**config.mk**
```make
export PLATFORM = sky130hd
export DESIGN_NAME = fc7_weight_reader_flat
export DESIGN_NICKNAME = d
export VERILOG_FILES = /design/src/rtl/fc7_weight_reader_if.sv /design/src/rtl/fc7_weight_reader.sv /design/src/flat_wrapper.sv
export SDC_FILE = /design/constraint.sdc
export NUM_CORES = 2
export LEC_CHECK = 0
export BUFFER_PORTS_ARGS = -buffer_cell sky130_fd_sc_hd__buf_2
export CAP_MARGIN = 25
export CORE_MARGIN = 2
export CORE_UTILIZATION = 40
export CTS_CLUSTER_DIAMETER = 60
export DETAILED_ROUTE_END_ITERATION = 8
export SLEW_MARGIN = 0
export SYNTH_ARGS = -nofsm -noshare
export SYNTH_HDL_FRONTEND = slang
export SYNTH_SLANG_ARGS = --single-unit
```
**constraint.sdc**
```tcl
create_clock -name clk -period 6.49 [get_ports clk]
set_input_delay 0.9735 -clock clk [delete_from_list [all_inputs] [get_ports clk]]
set_output_delay 0.9735 -clock clk [all_outputs]
set_load 0.05 [all_outputs]
```
**src/rtl/fc7_weight_reader_if.sv**
```systemverilog
// Bus bundle for the F7 weight reader: start/status, weight ROM and
// activation buffer read ports, and the result beat stream.
interface fc7_weight_reader_if #(
    parameter int ADDR_W = 7,
    parameter int DATA_W = 8,
    parameter int ACC_W  = 24
);
    logic              start;
    logic              busy;
    logic              done;
    logic [ADDR_W-1:0] w7_raddr;
    logic [DATA_W-1:0] w7_1_rdata;
    logic [DATA_W-1:0] w7_2_rdata;
    logic [DATA_W-1:0] w7_3_rdata;
    logic [DATA_W-1:0] w7_4_rdata;
    logic [DATA_W-1:0] w7_5_rdata;
    logic [DATA_W-1:0] w7_6_rdata;
    logic [DATA_W-1:0] w7_7_rdata;
    logic [DATA_W-1:0] w7_8_rdata;
    logic [DATA_W-1:0] w7_9_rdata;
    logic [DATA_W-1:0] w7_10_rdata;
    logic [ADDR_W-1:0] x_raddr;
    logic [DATA_W-1:0] x_rdata;
    logic              res_valid;
    logic [3:0]        res_idx;
    logic [ACC_W-1:0]  res_data;

    // Controller side: drives addresses, status and results.
    modport master (
        input  start,
        input  w7_1_rdata, w7_2_rdata, w7_3_rdata, w7_4_rdata, w7_5_rdata,
        input  w7_6_rdata, w7_7_rdata, w7_8_rdata, w7_9_rdata, w7_10_rdata,
        input  x_rdata,
        output busy, done, w7_raddr, x_raddr, res_valid, res_idx, res_data
    );

    // Memory/consumer side.
    modport slave (
        output start,
        output w7_1_rdata, w7_2_rdata, w7_3_rdata, w7_4_rdata, w7_5_rdata,
        output w7_6_rdata, w7_7_rdata, w7_8_rdata, w7_9_rdata, w7_10_rdata,
        output x_rdata,
        input  busy, done, w7_raddr, x_raddr, res_valid, res_idx, res_data
    );
endinterface

```
**src/rtl/fc7_weight_reader.sv**
```systemverilog
// F7 fully-connected layer controller: walks N_IN weight/activation rows,
// runs ten parallel signed MACs and streams the ten scores out one per cycle.
module fc7_weight_reader #(
    parameter int N_IN   = 84,
    parameter int ADDR_W = 7,
    parameter int DATA_W = 8,
    parameter int ACC_W  = 24
) (
    input  logic                clk,
    input  logic                rst_n,
    fc7_weight_reader_if.master bus
);
    localparam int                N_OUT    = 10;
    localparam logic [ADDR_W-1:0] LAST_ROW = ADDR_W'(N_IN - 1);
    localparam logic [3:0]        LAST_IDX = 4'd9;

    typedef enum logic [2:0] {
        S_IDLE  = 3'd0,
        S_FETCH = 3'd1,
        S_DRAIN = 3'd2,
        S_OUT   = 3'd3,
        S_DONE  = 3'd4
    } state_t;

    // One MAC term: full-width signed product, sign-extended to the accumulator.
    function automatic logic signed [ACC_W-1:0] mac_term(
        input logic signed [DATA_W-1:0] a,
        input logic signed [DATA_W-1:0] b
    );
        logic signed [2*DATA_W-1:0] p;
        p = a * b;
        return {{(ACC_W-2*DATA_W){p[2*DATA_W-1]}}, p};
    endfunction

    state_t                    r_state;
    state_t                    w_state_nxt;
    logic [ADDR_W-1:0]         r_addr;
    logic [ADDR_W-1:0]         w_addr_nxt;
    logic                      r_rv;
    logic signed [DATA_W-1:0]  w_wt [N_OUT];
    logic signed [DATA_W-1:0]  w_x;
    logic signed [ACC_W-1:0]   r_acc [N_OUT];
    logic signed [ACC_W-1:0]   w_acc_nxt [N_OUT];
    logic                      r_busy, w_busy_nxt;
    logic                      r_done, w_done_nxt;
    logic                      r_res_valid, w_res_valid_nxt;
    logic [3:0]                r_res_idx, w_res_idx_nxt;
    logic [ACC_W-1:0]          r_res_data, w_res_data_nxt;

    assign w_wt[0] = bus.w7_1_rdata;
    assign w_wt[1] = bus.w7_2_rdata;
    assign w_wt[2] = bus.w7_3_rdata;
    assign w_wt[3] = bus.w7_4_rdata;
    assign w_wt[4] = bus.w7_5_rdata;
    assign w_wt[5] = bus.w7_6_rdata;
    assign w_wt[6] = bus.w7_7_rdata;
    assign w_wt[7] = bus.w7_8_rdata;
    assign w_wt[8] = bus.w7_9_rdata;
    assign w_wt[9] = bus.w7_10_rdata;
    assign w_x     = bus.x_rdata;

    // State register.
    always_ff @(posedge clk or negedge rst_n) begin
        if (!rst_n) begin
            r_state <= S_IDLE;
        end else begin
            r_state <= w_state_nxt;
        end
    end

    // Next-state logic; start is only looked at in IDLE.
    always_comb begin
        w_state_nxt = r_state;
        case (r_state)
            S_IDLE:  if (bus.start) w_state_nxt = S_FETCH; else w_state_nxt = S_IDLE;
            S_FETCH: if (r_addr == LAST_ROW) w_state_nxt = S_DRAIN; else w_state_nxt = S_FETCH;
            S_DRAIN: w_state_nxt = S_OUT;
            S_OUT:   if (r_res_idx == LAST_IDX) w_state_nxt = S_DONE; else w_state_nxt = S_OUT;
            S_DONE:  w_state_nxt = S_IDLE;
            default: w_state_nxt = S_IDLE;
        endcase
    end

    // Accumulator update: add this cycle's product whenever returned data is valid.
    always_comb begin
        for (int k = 0; k < N_OUT; k++) begin
            w_acc_nxt[k] = r_acc[k];
            if (r_rv) begin
                w_acc_nxt[k] = r_acc[k] + mac_term(w_wt[k], w_x);
            end else begin
                w_acc_nxt[k] = r_acc[k];
            end
        end
    end

    // Output/next-value logic, decoded from the upcoming state so every output is registered.
    always_comb begin
        w_addr_nxt      = '0;
        w_busy_nxt      = (w_state_nxt != S_IDLE);
        w_done_nxt      = (w_state_nxt == S_DONE);
        w_res_valid_nxt = (w_state_nxt == S_OUT);
        w_res_idx_nxt   = 4'd0;
        w_res_data_nxt  = '0;
        if (r_state == S_FETCH && w_state_nxt == S_FETCH) begin
            w_addr_nxt = r_addr + ADDR_W'(1);
        end else begin
            w_addr_nxt = '0;
        end
        if (w_state_nxt == S_OUT) begin
            if (r_state == S_OUT) begin
                w_res_idx_nxt = r_res_idx + 4'd1;
            end else begin
                w_res_idx_nxt = 4'd0;
            end
            // First beat is loaded on the same edge as the final MAC, hence w_acc_nxt.
            w_res_data_nxt = w_acc_nxt[w_res_idx_nxt];
        end else begin
            w_res_idx_nxt  = 4'd0;
            w_res_data_nxt = '0;
        end
    end

    // Address counter, read-valid delay and output registers.
    always_ff @(posedge clk or negedge rst_n) begin
        if (!rst_n) begin
            r_addr      <= '0;
            r_rv        <= 1'b0;
            r_busy      <= 1'b0;
            r_done      <= 1'b0;
            r_res_valid <= 1'b0;
            r_res_idx   <= 4'd0;
            r_res_data  <= '0;
        end else begin
            r_addr      <= w_addr_nxt;
            r_rv        <= (r_state == S_FETCH);
            r_busy      <= w_busy_nxt;
            r_done      <= w_done_nxt;
            r_res_valid <= w_res_valid_nxt;
            r_res_idx   <= w_res_idx_nxt;
            r_res_data  <= w_res_data_nxt;
        end
    end

    // Accumulators: cleared when a pass is accepted, otherwise take the MAC result.
    always_ff @(posedge clk or negedge rst_n) begin
        if (!rst_n) begin
            for (int k = 0; k < N_OUT; k++) r_acc[k] <= '0;
        end else if (r_state == S_IDLE && w_state_nxt == S_FETCH) begin
            for (int k = 0; k < N_OUT; k++) r_acc[k] <= '0;
        end else begin
            for (int k = 0; k < N_OUT; k++) r_acc[k] <= w_acc_nxt[k];
        end
    end

    assign bus.busy      = r_busy;
    assign bus.done      = r_done;
    assign bus.w7_raddr  = r_addr;
    assign bus.x_raddr   = r_addr;
    assign bus.res_valid = r_res_valid;
    assign bus.res_idx   = r_res_idx;
    assign bus.res_data  = r_res_data;
endmodule

```
**src/flat_wrapper.sv**
```systemverilog
// flat-port wrapper written by rule: the top's interface ports become plain ports
module fc7_weight_reader_flat 
#(
    parameter int N_IN   = 84,
    parameter int ADDR_W = 7,
    parameter int DATA_W = 8,
    parameter int ACC_W  = 24
)
  (clk, rst_n, bus_start, bus_w7_1_rdata, bus_w7_2_rdata, bus_w7_3_rdata, bus_w7_4_rdata, bus_w7_5_rdata, bus_w7_6_rdata, bus_w7_7_rdata, bus_w7_8_rdata, bus_w7_9_rdata, bus_w7_10_rdata, bus_x_rdata, bus_busy, bus_done, bus_w7_raddr, bus_x_raddr, bus_res_valid, bus_res_idx, bus_res_data);
  fc7_weight_reader_if #(.ADDR_W(ADDR_W), .DATA_W(DATA_W), .ACC_W(ACC_W)) bus_i ();
  input  logic clk;
  input  logic rst_n;
  input wire logic [$bits(bus_i.start)-1:0] bus_start;
  input wire logic [$bits(bus_i.w7_1_rdata)-1:0] bus_w7_1_rdata;
  input wire logic [$bits(bus_i.w7_2_rdata)-1:0] bus_w7_2_rdata;
  input wire logic [$bits(bus_i.w7_3_rdata)-1:0] bus_w7_3_rdata;
  input wire logic [$bits(bus_i.w7_4_rdata)-1:0] bus_w7_4_rdata;
  input wire logic [$bits(bus_i.w7_5_rdata)-1:0] bus_w7_5_rdata;
  input wire logic [$bits(bus_i.w7_6_rdata)-1:0] bus_w7_6_rdata;
  input wire logic [$bits(bus_i.w7_7_rdata)-1:0] bus_w7_7_rdata;
  input wire logic [$bits(bus_i.w7_8_rdata)-1:0] bus_w7_8_rdata;
  input wire logic [$bits(bus_i.w7_9_rdata)-1:0] bus_w7_9_rdata;
  input wire logic [$bits(bus_i.w7_10_rdata)-1:0] bus_w7_10_rdata;
  input wire logic [$bits(bus_i.x_rdata)-1:0] bus_x_rdata;
  output wire logic [$bits(bus_i.busy)-1:0] bus_busy;
  output wire logic [$bits(bus_i.done)-1:0] bus_done;
  output wire logic [$bits(bus_i.w7_raddr)-1:0] bus_w7_raddr;
  output wire logic [$bits(bus_i.x_raddr)-1:0] bus_x_raddr;
  output wire logic [$bits(bus_i.res_valid)-1:0] bus_res_valid;
  output wire logic [$bits(bus_i.res_idx)-1:0] bus_res_idx;
  output wire logic [$bits(bus_i.res_data)-1:0] bus_res_data;
  assign bus_i.start = bus_start;
  assign bus_i.w7_1_rdata = bus_w7_1_rdata;
  assign bus_i.w7_2_rdata = bus_w7_2_rdata;
  assign bus_i.w7_3_rdata = bus_w7_3_rdata;
  assign bus_i.w7_4_rdata = bus_w7_4_rdata;
  assign bus_i.w7_5_rdata = bus_w7_5_rdata;
  assign bus_i.w7_6_rdata = bus_w7_6_rdata;
  assign bus_i.w7_7_rdata = bus_w7_7_rdata;
  assign bus_i.w7_8_rdata = bus_w7_8_rdata;
  assign bus_i.w7_9_rdata = bus_w7_9_rdata;
  assign bus_i.w7_10_rdata = bus_w7_10_rdata;
  assign bus_i.x_rdata = bus_x_rdata;
  assign bus_busy = bus_i.busy;
  assign bus_done = bus_i.done;
  assign bus_w7_raddr = bus_i.w7_raddr;
  assign bus_x_raddr = bus_i.x_raddr;
  assign bus_res_valid = bus_i.res_valid;
  assign bus_res_idx = bus_i.res_idx;
  assign bus_res_data = bus_i.res_data;
  fc7_weight_reader #(.N_IN(N_IN), .ADDR_W(ADDR_W), .DATA_W(DATA_W), .ACC_W(ACC_W)) u_core (.clk(clk), .rst_n(rst_n), .bus(bus_i));
endmodule
```
==> run_results.csv <==
group,metric,value,unit
timing,rsz0062_at_grt,"true",
synthesis,yosysTopAreaCell,"fa_1",
global_routing,antenna_found_initial,15,
min_path,hold_class,"input port to async pin",
synthesis,netlist_top_cells_area,"fa_1 38%, dfrtp_1 13%, ha_1 12%",
global_routing,grtUsageTotal,24.15,%
clocking,h-tree-depth,2,
global_routing,grt_max_degree,123,
critical_path,worstSetupEndpointType,"register",
synthesis,synthTopCellsByCount,"1040 x fa_1, 921 x inv_1, 543 x ha_1",
cells_and_area,drive_above_1_share,18.86,%
timing,slew_headroom,21.40,%
outcome,status,"finished clean",
synthesis,synth.distinct_cells,95,
synthesis,synth_enable_flop_cells,0,
die,rows,136,
timing,clock.fmax,0.1560,GHz
drt,drt-total-wl,163200,um
die,pin_count,136,
synthesis,synthFlopType,"dfrtp_1",
timing,hold_slack,0.3503,ns
timing,hold_violations,0,
drt,via_per_inst,5.164,
timing,period_needed,6.409,ns
place,dp_hpwl,135800,um
critical_path,rr_startpoint,"u_core.r_acc[78]$_DFF_PN0_",
critical_path,crit_fanout,18,
cells_and_area,multiInputGateArea,44010,sq um
synthesis,synth-seq-cells,282,
synthesis,syn_area_per_cell,9.882,sq um
synthesis,synth_warnings,0,
timing,setup_viol,0,
critical_path,path_class,"input port to register",
job,max_cap_violations,0,
clocking,clock-sinks,282,
synthesis,ys_seq_area_share,12.80,%
timing,fin_skew,0.04204,ns
global_routing,top_usage_layer,"met2",
die,die-area,140900,sq um
global_routing,first_global_vias,46450,
cells_and_area,nFillCells,12830,
clocking,insertion_delay,0.64,ns
die,die_y,375.3,um
global_routing,met2_usage,40.09,%
clocking,postCtsHoldBufs,0,
critical_path,crit_arrival,6.94,ns
global_routing,grt_remaining_overflow,0,
die,initial_utilization,40.21,%
synthesis,syn_area,55150,sq um
critical_path,reg2regPathDepth,22,
synthesis,synth_top_area_share,37.75,%
critical_path,worst_setup_path_start_kind,"input port",
synthesis,syn_inst,5581,
timing,worst_pin_slew,1.169,ns
critical_path,cp-startpoint,"bus_x_rdata[0]",
drt,antenna_left,0,
drt,wl_per_cell,19.69,um
clocking,cts-root-buf,"clkbuf_16",
drt,drt_first_pass_iters,5,
clocking,cts.reportedPaths.clkPinSlew,0.06,ns
die,fp.coreArea,137200,sq um
drt,first_iter_violations,2656,
timing,drv_slew,0,
place,gp_congestion,0.9911,
place,portBuffers,135,
critical_path,worstPathRequired,7.02,ns
global_routing,grtUsageMet3,4.726,%
clocking,clk_path_buf_depth,3,
cells_and_area,layout.nets,8135,
global_routing,grt_pass1_wl,265800,um
drt,drc,0,
die,die_w,375.3,um
timing,min_period_over_period,98.75,%
clocking,numCtsBuffers,46,
cells_and_area,regArea,7061,sq um
synthesis,synth_most_common_cell,"fa_1",
clocking,cts_tree,"built",
synthesis,synthArstFlopShare,100.0,%
drt,vias,42800,
cells_and_area,synthToLayoutAreaGrowth,20.48,%
global_routing,use_met1,32.23,%
synthesis,synth_fp_nets,7255,
worst paths after layout:
path	endpoint	slack, ns
min in group clk	u_core.bus.w7_raddr[0]$_DFF_PN0_	0.50
worst max register to register	u_core.bus.res_data[23]$_DFF_PN0_	0.49
worst max-delay path	u_core.bus.res_data[23]$_DFF_PN0_	0.08
worst min-delay path	u_core.bus.w7_raddr[5]$_DFF_PN0_	0.35
worst min register to register	u_core.bus.w7_raddr[0]$_DFF_PN0_	0.50
max in group asynchronous	u_core.r_acc[123]$_DFF_PN0_	5.06
cell type report:
class                      instances  area share (%)
multi-input combinational       4187           66.23
timing repair buffer            1021           12.06
sequential                       282           10.63
inverter                         923           5.225
tap                             1794           3.378
clock buffer                      55           1.891
clock inverter                    26          0.5875
antenna                            1        0.003766
worst max-delay path: stages:
cell and delay (ns):
buf_8 0.19, buf_12 0.20, and2_4 0.18, inv_1 0.06, fa_1 0.48, inv_1 0.06, fa_1 0.48, fa_1 0.57
fa_1 0.44, fa_1 0.44, ha_1 0.31, buf_4 0.12, o211ai_1 0.15, a211o_1 0.41, a31oi_4 0.21, buf_4 0.15
nand4_1 0.16, and4b_1 0.27, nor4_4 0.31, nand3b_1 0.35, o2bb2ai_2 0.26, a31oi_1 0.15
metrics by stage:
| stage | area (sq um) | worst slack (ns) | TNS [ns] | utilization [%] | instances |
|---|---|---|---|---|---|
| after floorplan | 55170 | -0.02728 | -0.02728 | - | 5581 |
| after global placement | 64530 | -0.8661 | -9.602 | 47.05 | 8204 |
| after detailed placement | 64530 | -0.9122 | -10.59 | 47.05 | 8204 |
| after CTS | 66200 | 0.004660 | 0 | 48.27 | 8286 |
| after global routing | 66440 | -0.08032 | -0.08188 | 48.45 | 8288 |
| final | 66450 | 0.08138 | 0 | 48.45 | 8289 |
cell usage in the layout, fill, tap and decap left out, types with 52 or more instances in the layout:
cell and count:
nor2_1 412, xor2_1 52, buf_2 131, dfrtp_1 281, a211oi_1 52, xnor2_1 154, inv_1 919, o21ai_0 114
nand2_1 414, ha_1 543, a21o_1 66, fa_1 1036, buf_4 834, and2_1 346, a21oi_1 194, nor3_1 60
mux2i_1 160
logic make-up after synthesis:
group | count (synthesis) | synth area share, %
compound gates | 730 | 8.821
mux | 200 | 4.431
simple gates | 1468 | 12.78
xor+xnor | 206 | 3.272
flops | 282 | 12.80
buf+inv | 1112 | 7.832
fa+ha+maj | 1583 | 50.07
state kept, by name, summed over array words and instances, names as in the netlist:
name	cells
u_core.bus.busy	1
u_core.bus.done	1
u_core.bus.res_data	24
u_core.bus.res_idx	4
u_core.bus.res_valid	1
u_core.bus.w7_raddr	7
u_core.r_acc	240
u_core.r_rv	1
u_core.r_state	3
routing by layer:
metal,share of wire (%),vias to the layer above
met1,43,21820
met2,47,1053
met4,3.1,6
met3,6.6,239
met5,0.11,-
li1,-,19690
repair_timing:
item	4_1_cts	5_1_grt
hold endpoints to repair	0	0
gates resized for setup	5	51
endpoints found under the setup margin	2	12
pin swaps	2	4
setup buffers	1	0
Power is left out: the tool's default activity adds up to more than one toggle a clock period on the data nets, which glitch-free logic cannot reach.
